--- src/rtl/weight_sram_ctrl.sv ---
// weight_sram_ctrl: shares the weight SRAM read port between the conv engine
// (port 0) and the FC engine (port 1) with round-robin arbitration over whole
// bursts, streams one read address per cycle, returns tagged read data and
// forwards loader writes onto the SRAM write port concurrently with reads.
//
// Optional feature macro: WSRAM_RANGE_CHK_EN
//   defined   - bursts with addr+len > DEPTH and writes with ld_addr >= DEPTH
//               are rejected with a one-cycle err pulse.
//   undefined - no range check, err is tied low.
module weight_sram_ctrl #(
  parameter int ADDR_W = 15,
  parameter int DATA_W = 100,
  parameter int DEPTH  = 20000,
  parameter int LEN_W  = 15
) (
  input  logic              clk,
  input  logic              rst,
  input  logic [1:0]        req_valid,
  input  logic [ADDR_W-1:0] req_addr0,
  input  logic [ADDR_W-1:0] req_addr1,
  input  logic [LEN_W-1:0]  req_len0,
  input  logic [LEN_W-1:0]  req_len1,
  output logic [1:0]        req_ready,
  output logic [1:0]        rd_valid,
  output logic              rd_last,
  output logic [DATA_W-1:0] rd_data,
  input  logic              ld_valid,
  input  logic [ADDR_W-1:0] ld_addr,
  input  logic [DATA_W-1:0] ld_data,
  output logic              sram_csb,
  output logic              sram_wsb,
  output logic [ADDR_W-1:0] sram_raddr,
  output logic [ADDR_W-1:0] sram_waddr,
  output logic [DATA_W-1:0] sram_wdata,
  input  logic [DATA_W-1:0] sram_rdata,
  output logic              busy,
  output logic              err
);

  typedef enum logic {IDLE, BURST} state_t;

  typedef struct packed {
    logic [ADDR_W-1:0] addr;
    logic [LEN_W-1:0]  len;
  } req_t;

  state_t            state;
  logic              rr_ptr;     // port preferred when both request
  logic              cur_port;
  logic [ADDR_W-1:0] cur_addr;
  logic [LEN_W-1:0]  remaining;
  logic [1:0]        vld_pipe;   // read-return valid, one cycle behind address
  logic              last_pipe;

  logic [1:0]        grant;
  logic              gnt_port;
  req_t              req_sel;
  logic [LEN_W-1:0]  len_eff;
  logic              range_bad;
  logic              ld_bad;
  logic              read_issue;
  logic              wr_issue;

  // Arbitration: a single requester always wins; on contention rr_ptr decides.
  always_comb begin
    grant    = '0;
    gnt_port = 1'b0;
    if (state == IDLE && !rst && req_valid != 2'b00) begin
      gnt_port        = (req_valid == 2'b11) ? rr_ptr : req_valid[1];
      grant[gnt_port] = 1'b1;
    end
  end

  // Selected request fields, zero length treated as a single word.
  always_comb begin
    req_sel = gnt_port ? '{addr: req_addr1, len: req_len1}
                       : '{addr: req_addr0, len: req_len0};
    len_eff = (req_sel.len == '0) ? LEN_W'(1) : req_sel.len;
  end

`ifdef WSRAM_RANGE_CHK_EN
  localparam int SUM_W = ((ADDR_W > LEN_W) ? ADDR_W : LEN_W) + 1;
  localparam logic [SUM_W-1:0] DEPTH_S = SUM_W'(DEPTH);

  logic [SUM_W-1:0] end_sum;

  // Burst must end at or before DEPTH; writes must land below DEPTH.
  always_comb begin
    end_sum   = SUM_W'(req_sel.addr) + SUM_W'(len_eff);
    range_bad = (end_sum > DEPTH_S);
    ld_bad    = ld_valid && (SUM_W'(ld_addr) >= DEPTH_S);
  end
`else
  // No range check: every request and write goes through as given.
  always_comb begin
    range_bad = 1'b0;
    ld_bad    = 1'b0;
  end
`endif

  // SRAM-side strobes and status outputs.
  always_comb begin
    read_issue = (state == BURST);
    wr_issue   = ld_valid && !ld_bad;
    sram_csb   = ~(read_issue | ld_valid);
    sram_wsb   = ~wr_issue;
    sram_raddr = cur_addr;
    sram_waddr = ld_addr;
    sram_wdata = ld_data;
    req_ready  = grant;
    rd_valid   = vld_pipe;
    rd_last    = last_pipe;
    rd_data    = sram_rdata;
    busy       = (state != IDLE) || (vld_pipe != 2'b00);
    err        = !rst && (((grant != 2'b00) && range_bad) || ld_bad);
  end

  // Burst FSM plus registered read-return tags.
  always_ff @(posedge clk) begin
    if (rst) begin
      state     <= IDLE;
      rr_ptr    <= 1'b0;
      cur_port  <= 1'b0;
      cur_addr  <= '0;
      remaining <= '0;
      vld_pipe  <= 2'b00;
      last_pipe <= 1'b0;
    end else begin
      vld_pipe  <= 2'b00;
      last_pipe <= 1'b0;
      if (read_issue) begin
        vld_pipe  <= cur_port ? 2'b10 : 2'b01;
        last_pipe <= (remaining == LEN_W'(1));
      end
      case (state)
        IDLE: begin
          if (grant != 2'b00) begin
            rr_ptr <= ~gnt_port;
            // A rejected request is still handshaken but issues no reads.
            if (!range_bad) begin
              state     <= BURST;
              cur_port  <= gnt_port;
              cur_addr  <= req_sel.addr;
              remaining <= len_eff;
            end
          end
        end
        BURST: begin
          cur_addr  <= cur_addr + 1'b1;
          remaining <= remaining - 1'b1;
          if (remaining == LEN_W'(1)) state <= IDLE;
        end
        default: state <= IDLE;
      endcase
    end
  end

endmodule

--- config.mk ---
export PLATFORM = sky130hd
export DESIGN_NAME = weight_sram_ctrl
export DESIGN_NICKNAME = d
export VERILOG_FILES = /design/src/rtl/weight_sram_ctrl.sv
export SDC_FILE = /design/constraint.sdc
export NUM_CORES = 1
export LEC_CHECK = 0
export CORE_AREA = 2 2 203 205
export DETAILED_ROUTE_END_ITERATION = 7
export DIE_AREA = 0 0 205 207
export GPL_TIMING_DRIVEN = 0
export PLACE_DENSITY = 0.39
export SLEW_MARGIN = 20
export SYNTH_ARGS = -nofsm -noshare
export SYNTH_HDL_FRONTEND = slang
export SYNTH_SLANG_ARGS = --single-unit
--- constraint.sdc ---
create_clock -name clk -period 2.5 [get_ports clk]
set_clock_uncertainty 0.2 [all_clocks]
set_input_delay 0.5 -clock clk [delete_from_list [all_inputs] [get_ports clk]]
set_output_delay 0.5 -clock clk [all_outputs]
set_load 0.005 [all_outputs]
# --- After elaboration in Yosys (flattened, before gate mapping) ---
# Index checks and enable logic that the tools add are counted.
word_totals:
  in_bits: 280
  output_inout_bits: 239
  wordCells: 45
  regBits: 36
classes:
  addsub: 2
  muxes: 15
  reduce_logical: 11
  n_lt_le_gt_ge: 2
  bitwise: 5
  eq_ne: 3
op_table:
  columns: ["operator", "count"]
  rows:
  - ["15-bit one-hot mux with 2 select lines", 2]
  - ["15-bit two-way mux", 3]
  - ["30-bit two-way mux", 1]
  - ["15-bit by 1-bit adder with 15-bit output (second input constant)", 1]
  - ["15-bit by 1-bit == test with 1-bit output (second input constant)", 1]
  - ["15-bit logical NOT", 1]
  - ["15-bit by 1-bit subtractor with 15-bit output (second input constant)", 1]
  - ["2-bit nonzero test", 3]
  - ["1-bit two-way mux", 5]
  - ["2-bit two-way mux", 2]
  - ["1-bit NOT", 4]
  - ["1-bit logical AND", 3]
  - ["2-bit == test (second input constant)", 1]
  - ["1-bit by 2-bit less-than comparator with 1-bit output (second input constant)", 1]
  - ["2-bit by 1-bit inequality test with 1-bit output (second input constant)", 1]
  - ["1-bit one-hot mux with 2 select lines", 1]
  - ["2-bit AND reduction", 1]
  - ["2-bit OR reduction", 1]
  - ["1-bit demux with 1-bit select", 1]
  - ["1-bit >= comparator (second input constant)", 1]
  - ["1-bit logical NOT", 1]
  - ["1-bit logical OR", 1]
  - ["1-bit bitwise OR", 1]

# --- Logic depth before layout (Yosys ltp) ---
logic_depth:
  ltp_word: 10
  ltp_mapped: 7
  depth_no_buf: 6

# --- Worst setup path before layout ---
# Ideal clock, no wire load.
synth_timing:
  path_type: "input to register"
  startpoint: "input port rst"
  endpoint: "register cur_addr[14], in the netlist sram_raddr[14]"
  path_buffers: 2
  t_required_ps: 2172
  arrival_ps: 1984
  setup_ps: 128
  stages: 7
  slack_ps: 188
  path_cell_list: "clkbuf_1 nor2b_1 nand2_1 clkbuf_1 mux2_1 a222oi_1 nor2_1"
synth_between:
  elab_chain_cells: 7
  elab_cells_between_ends: 10
  cone_classes: "eq/ne (1); mux (5); reduce/logical (4)"
synth_rtl:
  columns: ["item", "line", "text"]
  rows:
  - ["start: declaration", "17", "input logic rst,"]
  - ["1-bit logical NOT", null, null]
  - ["1-bit logical AND (2 in series)", "68", "if (state == IDLE && !rst && req_valid != 2'b00) begin"]
  - ["1-bit two-way mux", "68", null]
  - ["30-bit two-way mux", "76", "req_sel = gnt_port ? '{addr: req_addr1, len: req_len1}"]
  - ["15-bit two-way mux", "137", "if (grant != 2'b00) begin"]
  - ["15-bit one-hot mux with 2 select lines", "135", "case (state)"]
  - ["end signal: assignment", "143", "cur_addr <= req_sel.addr;"]
  - ["end signal: assignment", "149", "cur_addr <= cur_addr + 1'b1;"]
  - ["end: declaration", "50", "logic [ADDR_W-1:0] cur_addr;"]
# Parallel ways exist; a longest one is shown, timed or not. The select of a mux whose other input is x is not followed.
# A chain may end at the register's enable or synchronous reset.

# --- Worst setup path after layout ---
layout_timing:
  startpoint: "input port req_valid[0]"
  endpoint: "output port req_ready[0]"
layout_between:
  elab_chain_cells: 7
  elab_cells_between_ends: 10
  cone_classes: "order compare (2); eq/ne (1); mux (4); reduce/logical (3)"
layout_rtl:
  columns: ["item", "line", "text"]
  rows:
  - ["start: declaration", "18", "input logic [1:0] req_valid,"]
  - ["2-bit == test", "69", "gnt_port = (req_valid == 2'b11) ? rr_ptr : req_valid[1];"]
  - ["1-bit two-way mux", "69", null]
  - ["1-bit by 2-bit less-than comparator with 1-bit output (implied by the code) / 1-bit >= comparator (equally long branches)", "70", "grant[gnt_port] = 1'b1;"]
  - ["1-bit logical AND (implied by the code)", "70", null]
  - ["1-bit two-way mux (implied by the code)", "70", null]
  - ["1-bit demux with 1-bit select", "70", null]
  - ["2-bit two-way mux (*)", "68", null]
  - ["end: declaration", "23", "output logic [1:0] req_ready,"]
# Mark *: on every way between the ends. The rest lies on a longest branch, timed or not.

==> results.md <==
## Status
* run status: completed

## STA
* post-route minimum period: 2.40 ns
* total setup violations reported at the end of the flow: 0
* setup slack of the critical path after layout: 0.0952 ns
* max-slew violations: 0
* Min Hold Slack: 0.236 ns
* upper clock frequency limit: 0.416 GHz
* Setup TNS: 0 ns
* headroom to the max-slew limit: 0.589
* portion of the clock cycle consumed by the worst path in the final layout: 0.962
* unrepaired setup endpoints after global routing: false
* transition time of the tightest slew-check pin: 0.610 ns
* number of hold violations in the final report: 0

## Global route
* global-route wire length before repair: 28.5 mm
* initial antenna violation count: 2
* largest net degree at the start of global routing: 11
* Remaining Overflow, GRT: 0
* number of global-route vias before repair: 4354
* gr usage total: 0.0907

## CTS
* Root Buffer Master: sky130_fd_sc_hd__clkbuf_16
* CTS clock-pin slew for the worst setup and hold paths: 0.06 ns
* clock network latency to the later pin of the worst-skew pair: 0.29 ns
* Clock Path Buffers: 2
* number of buffers created by CTS: 5
* H-tree depth: 2
* clk sinks: 36
* TritonCTS clock tree: done

## Pwr
* cell leakage power: 3.25 nW
* cell area power density: 360 nW/µm²
* highest ir drop seen on vdd: 230 µV
* Final Total Pwr: 2.87 mW

## Synthesis
* basic-gate share of the synthesized area counting and, or, nand and nor cells: 0.156
* post-synthesis instance total: 518
* number of synthesized flops with an enable pin: 0
* Most used DFF post-synth: sky130_fd_sc_hd__dfxtp_1
* xor and xnor fraction of the mapped netlist area: 0.00438
* number of warning messages in the yosys log: 0
* main combinational cell family by area after synthesis: buffers and inverters
* synthesized-area fraction occupied by adder cells: 0.00938
* net count after synthesis: 801
* library cell with the largest summed area after synthesis: sky130_fd_sc_hd__buf_4
* multiplexer area fraction after synthesis: 0.0619
* FFs w/ async S/R, synth: 0
* Unique masters post-synth: 59
* share of the synthesized area in the top cell type: 0.407
* number of storage elements in the synthesis netlist: 36
* complex-gate fraction of the synthesized area: 0.154
* total standard cell area after synthesis: 4000 µm²
* Synth area leaders: sky130_fd_sc_hd__buf_4 (41%), sky130_fd_sc_hd__dfxtp_1 (18%), sky130_fd_sc_hd__nor2_1 (2.9%)
* Synth Area per Inst: 7.72 µm²
* portion of the post-synthesis area used by sequential elements: 0.180

## Floorplanning
* Ports: 519
* die extent in x: 205 µm
* die area: 42400 µm²
* initial cell density of the core: 0.0991
* total number of placement rows: 74
* height of the chip: 207 µm
* core outline area: 40400 µm²

## Layout
* net count reported at finish: 1111
* fraction of layout instances using a drive strength above 1: 0.319
* final non-filler cell area: 7970 µm²
* area growth from synthesis to layout: 99.2%

## Worst hold path
* Cells on Worst Hold Path: 1
* hold worst-path end: rd_valid[0]$_SDFF_PP0_
* type of the tightest min-delay check: reg -> reg
* Hold Startpoint: cur_port$_SDFFE_PP0P_

## Setup path
* start-to-end type of the worst setup path: in -> out
* reg-to-reg endpoint: remaining[14]$_SDFFE_PP0P_
* delay of the slowest cell on the worst path: 0.31 ns
* critical path peak fanout: 7
* Worst setup SP type: primary input
* worst reg2reg path depth: 5
* Worst EP required: 1.80 ns
* launch instance of the worst register-to-register path: remaining[9]$_SDFFE_PP0P_
* crit path max-delay cell type: sky130_fd_sc_hd__clkdlybuf4s18_2
* sort of element at the end of the critical path: output port
* arrival time at the worst endpoint: 1.70 ns
* setup slack on the worst flop-to-flop path: 0.21 ns
* critical path cell sequence: clkdlybuf4s18_2 -> o21bai_4 -> or2_0 -> clkbuf_8 -> a21oi_2 -> dlygate4sd2_1

## Detailed routing
* antenna-violating nets left: 0
* routed wire length: 20.8 mm
* initial detailed-routing violation count: 240
* Vias: 4584
* via density per instance: 3.37
* detailed-route wire length per cell: 15.3 µm
* DRT Pass-1 Iters: 4
* post-route DRC violation count: 0

## Job
* # Max-Cap Violations: 0

## Placed design
* cell area reported after detailed placement: 7680 µm²
* setup slack after placement: -1.47 ns
* gpl congestion: 0.733
* sum of net half-perimeters after detailed placement: 18.0 mm
* count of buffers from port buffering: 301

repair_timing:
item                                    in CTS  in global routing
buffers inserted                             3                  0
resized for setup                           40                  7
cloned                                       0                  0
hold buffers                                 0                  0
pin swaps                                    1                  0
endpoints found under the setup margin      31                  6
registers in the layout, summed over array words and instances (netlist names):
name and count:
rd_last 1, cur_port 1, read_issue 1, sram_raddr 15, rd_valid 2, rr_ptr 1, remaining 15
layout make-up:
type,instances,area (µm²)
antenna,1,2.50
buffer,233,1750
clock buffer,7,153
fill,4536,32400
inverter,10,45.0
multi-input combinational,238,1600
sequential,36,722
tap,532,666
timing repair buffer,304,3030
synth_stat cells, types with 7 or more instances:
master / n
sky130_fd_sc_hd__o21ai_0: 16
sky130_fd_sc_hd__nor4_1: 13
sky130_fd_sc_hd__and3_1: 7
sky130_fd_sc_hd__nor3_1: 7
sky130_fd_sc_hd__nand3_1: 11
sky130_fd_sc_hd__dfxtp_1: 36
sky130_fd_sc_hd__a21oi_1: 20
sky130_fd_sc_hd__nand2_1: 22
sky130_fd_sc_hd__nor2_1: 31
sky130_fd_sc_hd__mux2i_1: 9
sky130_fd_sc_hd__inv_1: 9
sky130_fd_sc_hd__clkbuf_1: 15
sky130_fd_sc_hd__mux2_2: 10
sky130_fd_sc_hd__buf_4: 217
worst max-delay path, delay by kind of cell:
kind                   cells  cell delay [ns]
AO/OA/AOI/OAI              2             0.25
buffers and inverters      3             0.73
AND/OR/NAND/NOR            1             0.23
routing by layer:
layer / vias to the layer above / wire length, µm / track usage / part of all wire
met4: 2 / 157 / 0.0141 / 0.0075
met3: 8 / 2040 / 0.0209 / 0.098
met2: 297 / 10600 / 0.164 / 0.51
li1: 2216 / - / - / -
met5: - / 12 / 0 / 0.00058
met1: 2061 / 8050 / 0.110 / 0.39
cell usage in the layout, fill, tap and decap left out, drive strengths merged, types with 11 or more instances in the layout:
master / synthesis / final
clkdlybuf4s50: 0 / 297
nor4: 13 / 13
dfxtp: 36 / 36
o21ai: 17 / 17
mux2: 14 / 14
a21oi: 20 / 20
nand3: 11 / 11
clkbuf: 15 / 21
nand2: 22 / 22
buf: 219 / 223
nor2: 31 / 31
where the power goes:
part / leakage, nW / total (mW) / internal, mW / switching, mW
clock: 0.0760 / 0.676 / 0.419 / 0.257
sequential: 0.297 / 0.740 / 0.652 / 0.0877
combinational: 2.87 / 1.45 / 0.890 / 0.561
total: 3.25 / 2.87 / 1.96 / 0.905
how the worst max path moves through the flow:
stage,cells past startpoint,to,from
after global placement,7,req_ready[1],req_valid[0]
after global routing,8,sram_raddr[14]$_SDFFE_PP0P_,rst
final,6,req_ready[0],req_valid[0]
after detailed placement,7,req_ready[1],req_valid[0]
after CTS,9,remaining[14]$_SDFFE_PP0P_,rst
after floorplan,7,sram_raddr[14]$_SDFFE_PP0P_,rst
kinds of logic after synthesis:
group | after synthesis
buffers and inverters | 244
and+or+nand+nor | 121
AOI/OAI and AO/OA | 88
DFF | 36
muxes | 23
adders and majority gates | 3
xor gates and xnor gates | 2
other | 1
through the flow:
step	cells	util
final	1361	0.197
after global routing	1361	0.197
after CTS	1360	0.197
after detailed placement	1351	0.190
after global placement	1351	0.190
after floorplan	518	-
Note: power is estimated with default switching activity, not from simulation.
